==> src/rtl/fetch_queue.sv <==
// rtl/fetch_queue.sv - instruction fetch queue: buffers fetch packets and issues one instruction per cycle
module fetch_queue #(
    parameter int XPR_LEN       = 32,
    parameter int CHANNEL_DEPTH = 4,
    parameter int QUEUE_PACKETS = 2
) (
    input  logic                               clk,
    input  logic                               rst,
    input  logic                               fetch_valid,
    output logic                               fetch_ready,
    input  logic [CHANNEL_DEPTH*XPR_LEN-1:0]   fetch_data,
    input  logic [XPR_LEN-1:0]                 fetch_pc,
    input  logic [$clog2(CHANNEL_DEPTH)-1:0]   fetch_offset,
    output logic                               inst_valid,
    input  logic                               inst_ready,
    output logic [XPR_LEN-1:0]                 inst,
    output logic [XPR_LEN-1:0]                 inst_pc,
    input  logic                               drop
);

    localparam int OFF_W = $clog2(CHANNEL_DEPTH);
    localparam int PTR_W = $clog2(QUEUE_PACKETS);
    localparam int CNT_W = $clog2(QUEUE_PACKETS + 1);
    localparam int LSB   = OFF_W + 2;
    localparam int PKT_W = CHANNEL_DEPTH * XPR_LEN;
    localparam logic [XPR_LEN-1:0] PC_MASK = ~((XPR_LEN'(1) << LSB) - XPR_LEN'(1));

    logic [PKT_W-1:0]   data_q [QUEUE_PACKETS];
    logic [PKT_W-1:0]   data_d [QUEUE_PACKETS];
    logic [XPR_LEN-1:0] pc_q   [QUEUE_PACKETS];
    logic [XPR_LEN-1:0] pc_d   [QUEUE_PACKETS];
    logic [OFF_W-1:0]   idx_q  [QUEUE_PACKETS];
    logic [OFF_W-1:0]   idx_d  [QUEUE_PACKETS];
    logic [PTR_W-1:0]   wr_ptr_q, wr_ptr_d;
    logic [PTR_W-1:0]   rd_ptr_q, rd_ptr_d;
    logic [CNT_W-1:0]   count_q, count_d;

    logic [OFF_W-1:0]   head_idx;
    logic               push;
    logic               pop;
    logic               retire;

    assign fetch_ready = (count_q != CNT_W'(QUEUE_PACKETS)) && !drop;
    assign inst_valid  = (count_q != '0);

    assign head_idx = idx_q[rd_ptr_q];
    assign inst     = data_q[rd_ptr_q][head_idx*XPR_LEN +: XPR_LEN];
    // Packet base is aligned here so the stored PC can keep the raw request address.
    assign inst_pc  = (pc_q[rd_ptr_q] & PC_MASK) + (XPR_LEN'(head_idx) << 2);

    // A pop concurrent with drop is discarded, so it must not move any state.
    assign push   = fetch_valid && fetch_ready;
    assign pop    = inst_valid && inst_ready && !drop;
    assign retire = pop && (head_idx == OFF_W'(CHANNEL_DEPTH - 1));

    always_comb begin
        data_d   = data_q;
        pc_d     = pc_q;
        idx_d    = idx_q;
        wr_ptr_d = wr_ptr_q;
        rd_ptr_d = rd_ptr_q;
        count_d  = count_q;

        if (push) begin
            data_d[wr_ptr_q] = fetch_data;
            pc_d[wr_ptr_q]   = fetch_pc;
            idx_d[wr_ptr_q]  = fetch_offset;
            wr_ptr_d         = wr_ptr_q + PTR_W'(1);
        end

        // push targets the head slot only when empty, where no pop can happen
        if (pop && !retire)
            idx_d[rd_ptr_q] = head_idx + OFF_W'(1);
        if (retire)
            rd_ptr_d = rd_ptr_q + PTR_W'(1);

        if (push && !retire)
            count_d = count_q + CNT_W'(1);
        else if (!push && retire)
            count_d = count_q - CNT_W'(1);

        if (drop) begin
            wr_ptr_d = '0;
            rd_ptr_d = '0;
            count_d  = '0;
        end
    end

    always_ff @(posedge clk or posedge rst) begin
        if (rst) begin
            for (int i = 0; i < QUEUE_PACKETS; i++) begin
                data_q[i] <= '0;
                pc_q[i]   <= '0;
                idx_q[i]  <= '0;
            end
            wr_ptr_q <= '0;
            rd_ptr_q <= '0;
            count_q  <= '0;
        end else begin
            data_q   <= data_d;
            pc_q     <= pc_d;
            idx_q    <= idx_d;
            wr_ptr_q <= wr_ptr_d;
            rd_ptr_q <= rd_ptr_d;
            count_q  <= count_d;
        end
    end

endmodule

==> config.mk <==
export PLATFORM = sky130hd
export DESIGN_NAME = fetch_queue
export DESIGN_NICKNAME = d
export VERILOG_FILES = /design/src/rtl/fetch_queue.sv
export SDC_FILE = /design/constraint.sdc
export NUM_CORES = 1
export LEC_CHECK = 0
export ABC_AREA = 1
export BUFFER_PORTS_ARGS = -buffer_cell sky130_fd_sc_hd__buf_2
export CAP_MARGIN = 10
export CORE_UTILIZATION = 45
export DETAILED_ROUTE_END_ITERATION = 8
export MAX_ROUTING_LAYER = met4
export PLACE_DENSITY = 0.66
export SLEW_MARGIN = 20
export SYNTH_ARGS = -nofsm -noshare
export SYNTH_HDL_FRONTEND = slang
export SYNTH_SLANG_ARGS = --single-unit
==> constraint.sdc <==
create_clock -name clk -period 11.79 [get_ports clk]
set_clock_uncertainty 0.2 [all_clocks]
set_input_delay 1.179 -clock clk [delete_from_list [all_inputs] [get_ports clk]]
set_output_delay 1.179 -clock clk [all_outputs]
set_load 0.01 [all_outputs]
# ---- Word level (Yosys, flattened, before mapping)
# Index checks and enable logic that the tools add are counted.
dict set report op_classes {
  reduce_logical 17
  eq_ne 2
  add_sub_neg 6
  muxes 30
  shift 1
  order_cmp 4
  bitwise_logic 2
}
# op n
set ops {}
lappend ops {{$mux W128} 4}
lappend ops {{$bwmux W256} 1}
lappend ops {{$demux W128 S1} 1}
lappend ops {{$mux W32} 4}
lappend ops {{$shiftx A128 B8 Y32} 1}
lappend ops {{$bwmux W64} 1}
lappend ops {{$add A32 B4 Y32} 1}
lappend ops {{$demux W32 S1} 1}
lappend ops {{$mux W2} 8}
lappend ops {{$logic_and A1 B1 Y1} 10}
lappend ops {{$bwmux W4} 2}
lappend ops {{$mux W4} 2}
lappend ops {{$reduce_bool A2 Y1} 3}
lappend ops {{$add A2 B1 Y2 const B} 2}
lappend ops {{$demux W2 S1} 2}
lappend ops {{$ge A2 B2 Y1 const B} 2}
lappend ops {{$lt A2 B1 Y1 const B} 2}
lappend ops {{$mux W1} 4}
lappend ops {{$not A1 Y2} 2}
lappend ops {{$logic_not A1 Y1} 3}
lappend ops {{$reduce_bool A3 Y1} 1}
lappend ops {{$add A1 B1 Y1 const B} 2}
lappend ops {{$eq A2 B2 Y1 const B} 1}
lappend ops {{$ne A2 B2 Y1 const B} 1}
lappend ops {{$sub A2 B1 Y2 const B} 1}
dict set report totals {
  ff_bits 328
  output_inout_bits 66
  inputBits 167
  wordCells 71
}

# ---- Longest topological paths before layout
# Gate-level depths: netlist of the first run.
dict set report logic_depth {
  ltp_word 10
  depth_mapped 12
}

# ---- Worst setup path before layout of the first run
# No wires, ideal clock.
dict set report synth_path {
  path_type {input to output}
  startpoint {input drop}
  endpoint {output fetch_ready}
  n_path_buf 0
  stages 3
  setup_slack_ns 8.957
  arrival_ns 1.454
  cell_sequence {inv_2 nand2_1 inv_1}
}
dict set report synth_between {
  elab_chain_cells 2
}
# item line
set synth_rtl {}
lappend synth_rtl {{start, declared} 18} ;# input logic drop
lappend synth_rtl {{$logic_not A1 Y1} 43} ;# assign fetch_ready = (count_q != CNT_W'(QUEUE_PACKETS)) && !drop;
lappend synth_rtl {{$logic_and A1 B1 Y1} 43}
lappend synth_rtl {{end, declared} 10} ;# output logic fetch_ready,
# Every way passes these cells.

# ---- Final worst setup path of the first run
dict set report layout_path {
  startpoint {register rd_ptr_q}
  endpoint {output inst[18]}
}
dict set report layout_between {
  elab_chain_cells 5
  word_cells_on_any_way 8
  cone_classes {1 x shift; 6 x mux; 1 x bitwise}
}
# item line
set layout_rtl {}
lappend layout_rtl {{start, declared} 35} ;# logic [PTR_W-1:0] rd_ptr_q, rd_ptr_d;
lappend layout_rtl {{start signal, assigned} 104} ;# rd_ptr_q <= rd_ptr_d;
lappend layout_rtl {{$not A1 Y2 (not written as such) (*)} {46, 47}}
lappend layout_rtl {{$mux W128 (not written as such) / $mux W2 (equally long branches) (3 in series)} {47, 46}}
lappend layout_rtl {{$shiftx A128 B8 Y32 (*)} 47} ;# assign inst = data_q[rd_ptr_q][head_idx*XPR_LEN +: XPR_LEN];
lappend layout_rtl {{end, declared} 16} ;# output logic [XPR_LEN-1:0] inst,
# Mark *: on every way between the ends. The rest lies on a longest branch, timed or not. The select of a mux whose other input is x is not followed.

==> metrics.md, run 1 <==
| Metric | Value |
|---|---|
| Buffer count from post-CTS setup fixing | `0` |
| Drt pass-1 iters | `5` |
| VDD IR max | `132 µV` |
| Clk Latency, worst-skew pair | `0.52 ns` |
| Ys Warns | `0` |
| Run status | `completed` |
| Most common cell after layout, fill and taps aside | `nand2_1` |
| Fillers | `3177` |
| DP Wirelength | `23.6 mm` |
| Largest net degree at the start of global routing | `250` |
| DR vias/cell | `4.91` |
| CTS resizes | `0` |
| DRT iter0 DRCs | `948` |
| Post-synth top area cell | `dfrtp_1` |
| Reg clk slew, reported paths | `0.06 ns` |
| Pre-CTS setup slack | `6.86 ns` |
| Kind of critical path | `register to primary output` |
| # IOs | `233` |
| CTS Root Cell | `clkbuf_16` |
| CTS Buf Count | `37` |
| Fin nets | `2259` |
| Die area | `33700 µm²` |
| Wire per inst | `15.5 µm` |
| Slew at the pin closest to its max-slew limit | `1.38 ns` |
| Hold Fails Final Rpt | `0` |
| Share of post-route cells with drive strength above 1 | `14.8%` |
| Mapped Avg Cell Area | `7.70 µm²` |
| Maximum root-to-sink buffer count | `3` |
| Sinks on Clock Net | `320` |
| Minimum clock period after layout | `5.46 ns` |
| Total GRT Usage | `24.6%` |
| Final worst slack | `6.33 ns` |
| First-pass GRT wire length | `63.6 mm` |
| Distinct cell type count after synthesis | `21` |
| GPL Wtd Cong | `0.763` |
| Cell Count Post-Placement | `2493` |
| Commonest non-fill, non-tap cells in the layout | `1061 x nand2_1, 319 x dfrtp_1, 226 x buf_2, 189 x o21ai_0, 107 x inv_1` |
| Setup tns final | `0 ns` |
| RSZ-0062 raised after global routing | `no` |
| Power Dens Cells | `269 nW/µm²` |
| Rel. slew slack | `8.22%` |
| Critical Path Sink Type | `primary output` |
| Post-synth top area share | `53.9%` |
| Cell Count, Final, Fillers Out | `2573` |
| Final period util | `46.3%` |
| Routed met3 length | `2.92 mm` |
| Worst hold path type | `register to register` |
| WL met2 | `17.5 mm` |
| Die X | `184 µm` |
| CTS tree | `built` |
| Area delta synth->final | `16.4%` |
| Max_cap viols | `0` |
| Wire length on met1 | `18.5 mm` |
| DRC violations left | `0` |
| CP startpoint kind | `register` |
| Vias | `12600` |
| Crit path DAT | `4.09 ns` |
| Area of the mapped netlist | `14900 µm²` |
| Static Leakage | `8.89 nW` |
| Flops & latches, synth | `320` |
| Initial antenna violation count | `19` |
| Fmax | `183 MHz` |
| DRT Wirelength | `39.8 mm` |
| Worst-path maximum fanout | `101` |
| Top Metal Used | `met4` |
| Vias in the first global route | `11700` |
| Core Util, Final | `53.1%` |
| Mapped Cells | `1928` |
| Starting Density | `45.7%` |
| Post-DRT Antenna Nets | `0` |
| Site Rows | `66` |
| Final setup fails | `0` |
| IO buf count | `226` |
| Core area | `32500 µm²` |
| Overflow after GRT | `0` |
| Seq/Total Area, Yosys | `53.9%` |
| Max Slew Vio Count | `0` |
| Max H-tree Level | `2` |
| Required time worst endpoint | `10.41 ns` |
| CTS Hold Bufs | `0` |
| Die Ht | `184 µm` |
| Synth area leaders | `dfrtp_1 54%, nand2_1 27%, o21ai_0 6.4%` |
==> cell type report <==
cell class / instances / area [µm²] / share of cell area, %
clock buffers: 52 / 1080 / 6.27
inverters: 113 / 437 / 2.53
multi-input cells: 1378 / 5750 / 33.2
well taps: 442 / 553 / 3.20
diodes: 15 / 37.5 / 0.217
clock inverters: 12 / 139 / 0.803
flip-flops and latches: 320 / 8010 / 46.3
repair buffers: 241 / 1280 / 7.40
==> Yosys cell counts <==
cell / instances
clkbuf_1: 17
nor2_2: 1
nand2_1: 1061
buf_1: 1
nand2_2: 1
nor2_1: 7
inv_1: 108
buf_6: 7
nand4_1: 68
nand3_4: 1
conb_1: 1
inv_2: 5
nand3_1: 12
ha_1: 1
buf_2: 56
o21ai_0: 189
buf_4: 37
nor2_4: 2
and2_1: 32
dfrtp_1: 320
o21ai_2: 1
==> per-layer routing <==
metal  up-vias  global-route usage [%]
li1       6292                       -
met5         -                       -
met1      5923                    35.2
met3        57                    5.03
met2       368                    35.6
met4         0                    6.47
==> path summary, 6_finish.rpt <==
path	start	end	slack [ns]	cells past startpoint
setup / recovery	rd_ptr_q	inst[18]	6.33	9
hold / removal	data_q[130]	data_q[130]	0.27	2
setup reg to reg	rd_ptr_q	idx_q[0]	7.72	10
hold reg to reg	data_q[130]	data_q[130]	0.27	2
max in group asynchronous	rst	data_q[32]	9.48	3
min in group asynchronous	rst	data_q[242]	0.57	2
==> where the power goes <==
part / switching [W] / internal [W] / leakage (nW)
logic: 0.00104 / 0.000585 / 4.30
clock network: 0.000448 / 0.000706 / 0.610
registers: 0.000253 / 0.00162 / 3.98
==> registers in the layout, indices dropped and copies added, names as in the netlist <==
name,flops
count_q,2
pc_q,56
data_q,256
wr_ptr_q,1
rd_ptr_q,1
idx_q,4
==> logic make-up (layout without fill, tap and decap cells) <==
family / count (synthesis) / in the layout / synth area share [%]
flip-flops: 320 / 320 / 53.9
adder cells (fa/ha/maj): 1 / 1 / 0.0842
AND/OR/NAND/NOR: 1185 / 1185 / 32.0
AO/OA/AOI/OAI: 190 / 190 / 6.43
buffers and inverters: 231 / 418 / 7.60
other: 1 / 17 / 0.0252
==> critical path, cell delays in order (launching register included) <==
cell,delay (ns)
dfrtp_4,1.07
inv_1,0.24
nor2_4,0.12
buf_4,0.71
nor2_4,0.27
buf_4,0.42
nand2_1,0.14
nand4_1,0.18
and2_1,0.24
buf_2,0.13
==> stage by stage <==
step	hold WS (ns)	area, µm²	power (W)
final	0.267	17300	0.00465
after global routing	0.284	17300	0.00502
after CTS	0.272	17200	0.00470
after detailed placement	0.258	16000	0.00352
after global placement	0.253	16000	0.00347
after floorplan	0.242	14900	0.00296
(Power assumes the default switching activity.)
==> run 2: changes to the inputs <==
--- a/config.mk
+++ b/config.mk
@@ -11,7 +11,7 @@
 export CORE_UTILIZATION = 45
 export DETAILED_ROUTE_END_ITERATION = 8
 export MAX_ROUTING_LAYER = met4
-export PLACE_DENSITY = 0.66
+export PLACE_DENSITY = 0.68
 export SLEW_MARGIN = 20
 export SYNTH_ARGS = -nofsm -noshare
 export SYNTH_HDL_FRONTEND = slang
==> constraint.sdc (replaced) <==
create_clock -name clk -period 4.5 [get_ports clk]
set_clock_uncertainty 0.2 [all_clocks]
set_input_delay 0.45 -clock clk [delete_from_list [all_inputs] [get_ports clk]]
set_output_delay 0.45 -clock clk [all_outputs]
set_load 0.01 [all_outputs]
==> metrics.md, run 2 (synthesized netlist as in run 1, its figures left out) <==
| Metric | Value |
|---|---|
| Run status | `completed` |
| Initial antenna violation count | `6 (-13)` |
| Worst hold path type | `input port to register` |
| Critical Path Sink Type | `primary output` |
| Hold Fails Final Rpt | `0 (unchanged)` |
| Top flop regs | `data_q: 256 flops, pc_q: 56 flops, idx_q: 4 flops` |
| Register name with the most flops | `data_q` |
| Static Leakage | `9.58 nW (+7.7%)` |
| Site Rows | `66 (unchanged)` |
| Fillers | `2980 (-6.2%)` |
| Max H-tree Level | `2 (unchanged)` |
| Die X | `184 µm (unchanged)` |
| Largest net degree at the start of global routing | `250 (unchanged)` |
| First-pass GRT wire length | `66.7 mm (+4.8%)` |
| Overflow after GRT | `0 (unchanged)` |
| Power Dens Cells | `654 nW/µm² (+140%)` |
| Total GRT Usage | `25.7% (+1.1 points)` |
| Maximum root-to-sink buffer count | `3 (unchanged)` |
| DRC violations left | `0 (unchanged)` |
| Core area | `32500 µm² (unchanged)` |
| Post-DRT Antenna Nets | `0 (unchanged)` |
| GR Util met3 | `3.96% (-1.1 points)` |
| Final period util | `75.9%` |
| Buffer count from post-CTS setup fixing | `0 (unchanged)` |
| Vias in the first global route | `12500 (+6.9%)` |
| Crit path capture | `inst[18]` |
| Crit path DAT | `2.77 ns (-1.32 ns)` |
| Area of the multi-input gates | `5750 µm² (unchanged)` |
| Worst R2R Start | `rd_ptr_q` |
| Minimum clock period after layout | `3.42 ns` |
| Pre-CTS setup slack | `1.59 ns (-5.27 ns)` |
| Die area | `33700 µm² (unchanged)` |
| Hold Crit Depth | `5 (+3)` |
| Reg2Reg Setup Slack | `1.89 ns (-5.83 ns)` |
| Starting Density | `45.7% (unchanged)` |
| CTS Buf Count | `38 (+2.7%)` |
| Rel. slew slack | `30.5% (+22 points)` |
| Wire per inst | `15.3 µm (-1.2%)` |
| Hold_ws | `0.0797 ns (-0.187 ns)` |
| DR vias/cell | `4.90 (-0.26%)` |
| Vias | `13400 (+5.7%)` |
| IO buf count | `226 (unchanged)` |
| Drt pass-1 iters | `5 (unchanged)` |
| Register area | `8010 µm² (unchanged)` |
| Worst-path maximum fanout | `28 (-72%)` |
| Die Ht | `184 µm (unchanged)` |
| # IOs | `233 (unchanged)` |
| DRT Wirelength | `41.7 mm (+4.6%)` |
| Sinks on Clock Net | `320 (unchanged)` |
| R2R cell count | `10 (unchanged)` |
| GPL Wtd Cong | `0.821 (+7.6%)` |
| Fmax | `293 MHz` |
| Cell Count, Final, Fillers Out | `2726 (+5.9%)` |
| Core Util, Final | `58.1% (+5.0 points)` |
| Final setup fails | `0 (unchanged)` |
| Required time worst endpoint | `3.85 ns (-6.56 ns)` |
| Kind of critical path | `register to primary output` |
| Max reg flops | `256 (unchanged)` |
| Fin nets | `2420 (+7.1%)` |
| Area delta synth->final | `27.3%` |
| RSZ-0062 raised after global routing | `no` |
| GRT met2 Usage | `38.3% (+2.7 points)` |
| Reg clk slew, reported paths | `0.06 ns (about the same)` |
| Max_cap viols | `0 (unchanged)` |
| GR peak layer | `met2` |
| Slew at the pin closest to its max-slew limit | `1.04 ns (-0.334 ns)` |
| Clk Latency, worst-skew pair | `0.52 ns (about the same)` |
| CTS Root Cell | `clkbuf_16` |
| R2r endpoint | `count_q[1]` |
| DRT iter0 DRCs | `1073 (+13%)` |
| Final worst slack | `1.08 ns (-5.24 ns)` |
| Most common cell after layout, fill and taps aside | `nand2_1` |
| Hold wc startpoint | `fetch_offset[1]` |
| CTS tree | `built` |
| Cell Count Post-Placement | `2496 (+0.12%)` |
| Setup crit start | `rd_ptr_q` |
| VDD IR max | `472 µV (+260%)` |
| CP startpoint kind | `register` |
| Max Slew Vio Count | `0 (unchanged)` |
| DP Wirelength | `23.9 mm (+1.1%)` |
| Grt met1 use | `36.8% (+1.6 points)` |
| Commonest non-fill, non-tap cells in the layout | `1061 x nand2_1, 319 x dfrtp_1, 226 x buf_2, 189 x o21ai_0, 158 x dlygate4sd3_1` |
| Share of post-route cells with drive strength above 1 | `13.9% (-0.88 points)` |
==> run 2: layout make-up <==
cell class | count | area share (%)
well taps | 442 | 2.92
clock inverters | 4 | 0.146
flip-flops and latches | 320 | 42.4
clock buffers | 62 | 6.46
diodes | 6 | 0.0794
multi-input cells | 1378 | 30.4
inverters | 113 | 2.29
repair buffers | 401 | 15.3
==> run 2: per-layer routing <==
layer | part of all wire [%] | wire, µm | vias up
met5 | 0 | 0 | -
met2 | 45 | 18800 | 418
met3 | 6.2 | 2590 | 53
met1 | 47 | 19600 | 6285
li1 | - | - | 6601
met4 | 1.7 | 710 | 0
==> run 2: worst min-delay path by stage <==
| stage | end | slack (ns) |
|---|---|---|
| floorplan | data_q[100] | 0.24 |
| global placement | pc_q[19] | 0.25 |
| detailed placement | data_q[15] | 0.26 |
| CTS | idx_q[3] | 0.08 |
| global route | idx_q[3] | 0.14 |
| finish | idx_q[3] | 0.08 |
==> run 2: through the flow <==
stage               TNS [ns]  cell area, µm²  power (W)
floorplan            -133.38           14900    0.00775
global placement           0           16100    0.00911
detailed placement         0           16100    0.00925
CTS                        0           18900     0.0124
global route               0           18900     0.0133
finish                     0           18900     0.0124
==> run 2: report_power, final <==
| group | switching (W) | leakage (nW) | internal [W] |
|---|---|---|---|
| clock network | 0.00118 | 0.621 | 0.00185 |
| logic | 0.00285 | 4.98 | 0.00164 |
| registers | 0.000620 | 3.98 | 0.00424 |
| total | 0.00465 | 9.58 | 0.00773 |
==> run 2: repair_timing <==
action / in CTS / in global routing
endpoints found under the hold margin: 350 / 0
hold buffers: 158 / 0
gates resized for setup: 0 / 0
==> run 2: worst max-delay path, cell delays in order, from the launching register on <==
cell and delay, ns:
dfrtp_4 0.55, inv_1 0.15, nor2_4 0.05, nor2_4 0.46, buf_4 0.47, nand2_1 0.10, nand4_1 0.15, and2_1 0.16
buf_2 0.13
==> run 3: changes to the inputs <==
--- a/config.mk
+++ b/config.mk
@@ -11,7 +11,7 @@
 export CORE_UTILIZATION = 45
 export DETAILED_ROUTE_END_ITERATION = 8
 export MAX_ROUTING_LAYER = met4
-export PLACE_DENSITY = 0.68
+export PLACE_DENSITY = 0.66
 export SLEW_MARGIN = 20
 export SYNTH_ARGS = -nofsm -noshare
 export SYNTH_HDL_FRONTEND = slang
==> constraint.sdc (replaced) <==
create_clock -name clk -period 3.4 [get_ports clk]
set_clock_uncertainty 0.2 [all_clocks]
set_input_delay 0.34 -clock clk [delete_from_list [all_inputs] [get_ports clk]]
set_output_delay 0.34 -clock clk [all_outputs]
set_load 0.01 [all_outputs]
==> metrics.md, run 3 (synthesized netlist as in run 1, its figures left out) <==
| Metric | Value |
|---|---|
| Worst hold path type | `input port to register` |
| DP Wirelength | `24.5 mm (+2.6%)` |
| Critical Path Sink Type | `primary output` |
| Fmax | `309 MHz` |
| Initial antenna violation count | `9 (+3)` |
| Area delta synth->final | `27.6%` |
| Fin nets | `2424 (+0.17%)` |
| Rel. slew slack | `17.7% (-13 points)` |
| # IOs | `233 (unchanged)` |
| GPL Wtd Cong | `0.781 (-4.8%)` |
| Finished layout cell area | `19000 µm² (+0.24%)` |
| Final Power | `0.0163 W (+32%)` |
| DRT iter0 DRCs | `1188 (+11%)` |
| Die X | `184 µm (unchanged)` |
| CTS Buf Count | `36 (-5.3%)` |
| Core Util, Final | `58.3% (+0.14 points)` |
| Int Power | `0.0102 W (+32%)` |
| Slew at the pin closest to its max-slew limit | `1.23 ns (+0.192 ns)` |
| Crit path DAT | `2.70 ns (-0.07 ns)` |
| Largest net degree at the start of global routing | `250 (unchanged)` |
| DP Area | `16100 µm² (+0.42%)` |
| IO buf count | `226 (unchanged)` |
| Post-DRT Antenna Nets | `0 (unchanged)` |
| Commonest non-fill, non-tap cells in the layout | `1061 x nand2_1, 319 x dfrtp_1, 226 x buf_2, 189 x o21ai_0, 160 x dlygate4sd3_1` |
| Kind of critical path | `register to primary output` |
| Die Ht | `184 µm (unchanged)` |
| Hold Fails Final Rpt | `0 (unchanged)` |
| Required time worst endpoint | `2.86 ns (-0.99 ns)` |
| Static Leakage | `9.59 nW (+0.16%)` |
| Pre-CTS setup slack | `0.665 ns (-0.927 ns)` |
| CTS Root Cell | `clkbuf_16` |
| Final worst slack | `0.162 ns (-0.923 ns)` |
| Psw | `0.00617 W (+33%)` |
| Most common cell after layout, fill and taps aside | `nand2_1` |
| Clock share of power | `23.9% (-0.6 points)` |
| Overflow after GRT | `0 (unchanged)` |
| Drt pass-1 iters | `5 (unchanged)` |
| Share of power burned in registers | `39.4% (about the same)` |
| CP startpoint kind | `register` |
| Starting Density | `45.7% (unchanged)` |
| Register name with the most flops | `data_q` |
| First-pass GRT wire length | `67.5 mm (+1.2%)` |
| Logic pwr share | `36.7% (+0.4 points)` |
| Cell Count Post-Placement | `2500 (+0.16%)` |
| Final setup fails | `0 (unchanged)` |
| Site Rows | `66 (unchanged)` |
| VDD IR max | `432 µV (-8.6%)` |
| Maximum root-to-sink buffer count | `3 (unchanged)` |
| Top flop regs | `data_q: 256 flops, pc_q: 56 flops, idx_q: 4 flops` |
| DRT Wirelength | `41.8 mm (+0.43%)` |
| Reg clk slew, reported paths | `0.06 ns (about the same)` |
| Total GRT Usage | `25.9% (+0.24 points)` |
| Vias | `13500 (+0.83%)` |
| Max_cap viols | `0 (unchanged)` |
| Max H-tree Level | `2 (unchanged)` |
| Run status | `completed` |
| Worst-path maximum fanout | `25 (-11%)` |
| Cell Count, Final, Fillers Out | `2736 (+0.37%)` |
| Final period util | `95.2%` |
| Share of post-route cells with drive strength above 1 | `13.9% (about the same)` |
| Wire per inst | `15.3 µm (about the same)` |
| Vias in the first global route | `12900 (+3.2%)` |
| Minimum clock period after layout | `3.24 ns` |
| CTS tree | `built` |
| DR vias/cell | `4.92 (+0.46%)` |
| Power Dens Cells | `862 nW/µm² (+32%)` |
| Core area | `32500 µm² (unchanged)` |
| DRC violations left | `0 (unchanged)` |
| Die area | `33700 µm² (unchanged)` |
| Sinks on Clock Net | `320 (unchanged)` |
| RSZ-0062 raised after global routing | `no` |
| Switching Fraction | `37.7% (+0.20 points)` |
| Max reg flops | `256 (unchanged)` |
| Max Slew Vio Count | `0 (unchanged)` |
| Clk Latency, worst-skew pair | `0.52 ns (about the same)` |
==> run 3: cell types whose count changed in the layout (fill, tap and decap cells not counted), sizes merged <==
cell	previous run	this run
buf	243	247
bufinv	0	2
clkbuf	62	55
clkinv	2	6
diode	6	11
dlygate4sd3	158	160
==> run 3: power by group through the flow <==
stage                     Clock, W  Combinational [W]  Sequential [W]
after floorplan                  0            0.00396         0.00629
after global placement           0            0.00570         0.00642
after detailed placement         0            0.00580         0.00649
after CTS                  0.00397            0.00601         0.00644
after global routing       0.00414            0.00678         0.00666
final                      0.00390            0.00600         0.00645
==> run 3: area by class of cell <==
type	count	area, µm²
sequential	320	8010
fill	2996	13600
tap	442	553
timing repair buffer	407	2990
clock inverter	10	108
antenna	11	27.5
multi-input combinational	1378	5750
clock buffer	55	1080
inverter	113	433
==> run 3: metrics by stage <==
step | TNS, ns | hold WS (ns)
6_report | 0 | 0.0748
5_1_grt | 0 | 0.0992
4_1_cts | 0 | 0.0494
3_5_place_dp | 0 | 0.119
3_3_place_gp | 0 | 0.118
2_1_floorplan | -450.18 | 0.242
==> run 3: what timing repair did <==
action,CTS,global route
buffers inserted,0,0
endpoints found under the setup margin,0,5
hold buffers,160,0
hold endpoints to repair,454,0
gates resized for setup,0,1
==> run 3: metal layers <==
layer | part of all wire [%] | up-vias | track usage (%)
met5 | 0 | - | -
met4 | 2.1 | 0 | 7.13
met3 | 6.0 | 60 | 4.42
met2 | 45 | 410 | 39.5
met1 | 47 | 6377 | 35.8
li1 | - | 6621 | -
==> run 3: critical path, stage by stage, from the launching register on <==
cell	delay, ns
dfrtp_4	0.61
inv_1	0.18
nor2_4	0.06
nor2_4	0.45
buf_4	0.39
nand2_1	0.08
nand4_1	0.12
and2_1	0.16
buf_2	0.14
==> run 3: final timing paths <==
check / from / endpoint / slack (ns) / cells past startpoint
max: rd_ptr_q / inst[7] / 0.16 / 8
min: fetch_offset[0] / idx_q[0] / 0.07 / 7
max reg2reg: rd_ptr_q / idx_q[2] / 0.90 / 8
min reg2reg: data_q[73] / data_q[73] / 0.27 / 2
max in group asynchronous: rst / rd_ptr_q / 1.97 / 4
min in group asynchronous: rst / data_q[120] / 0.15 / 3
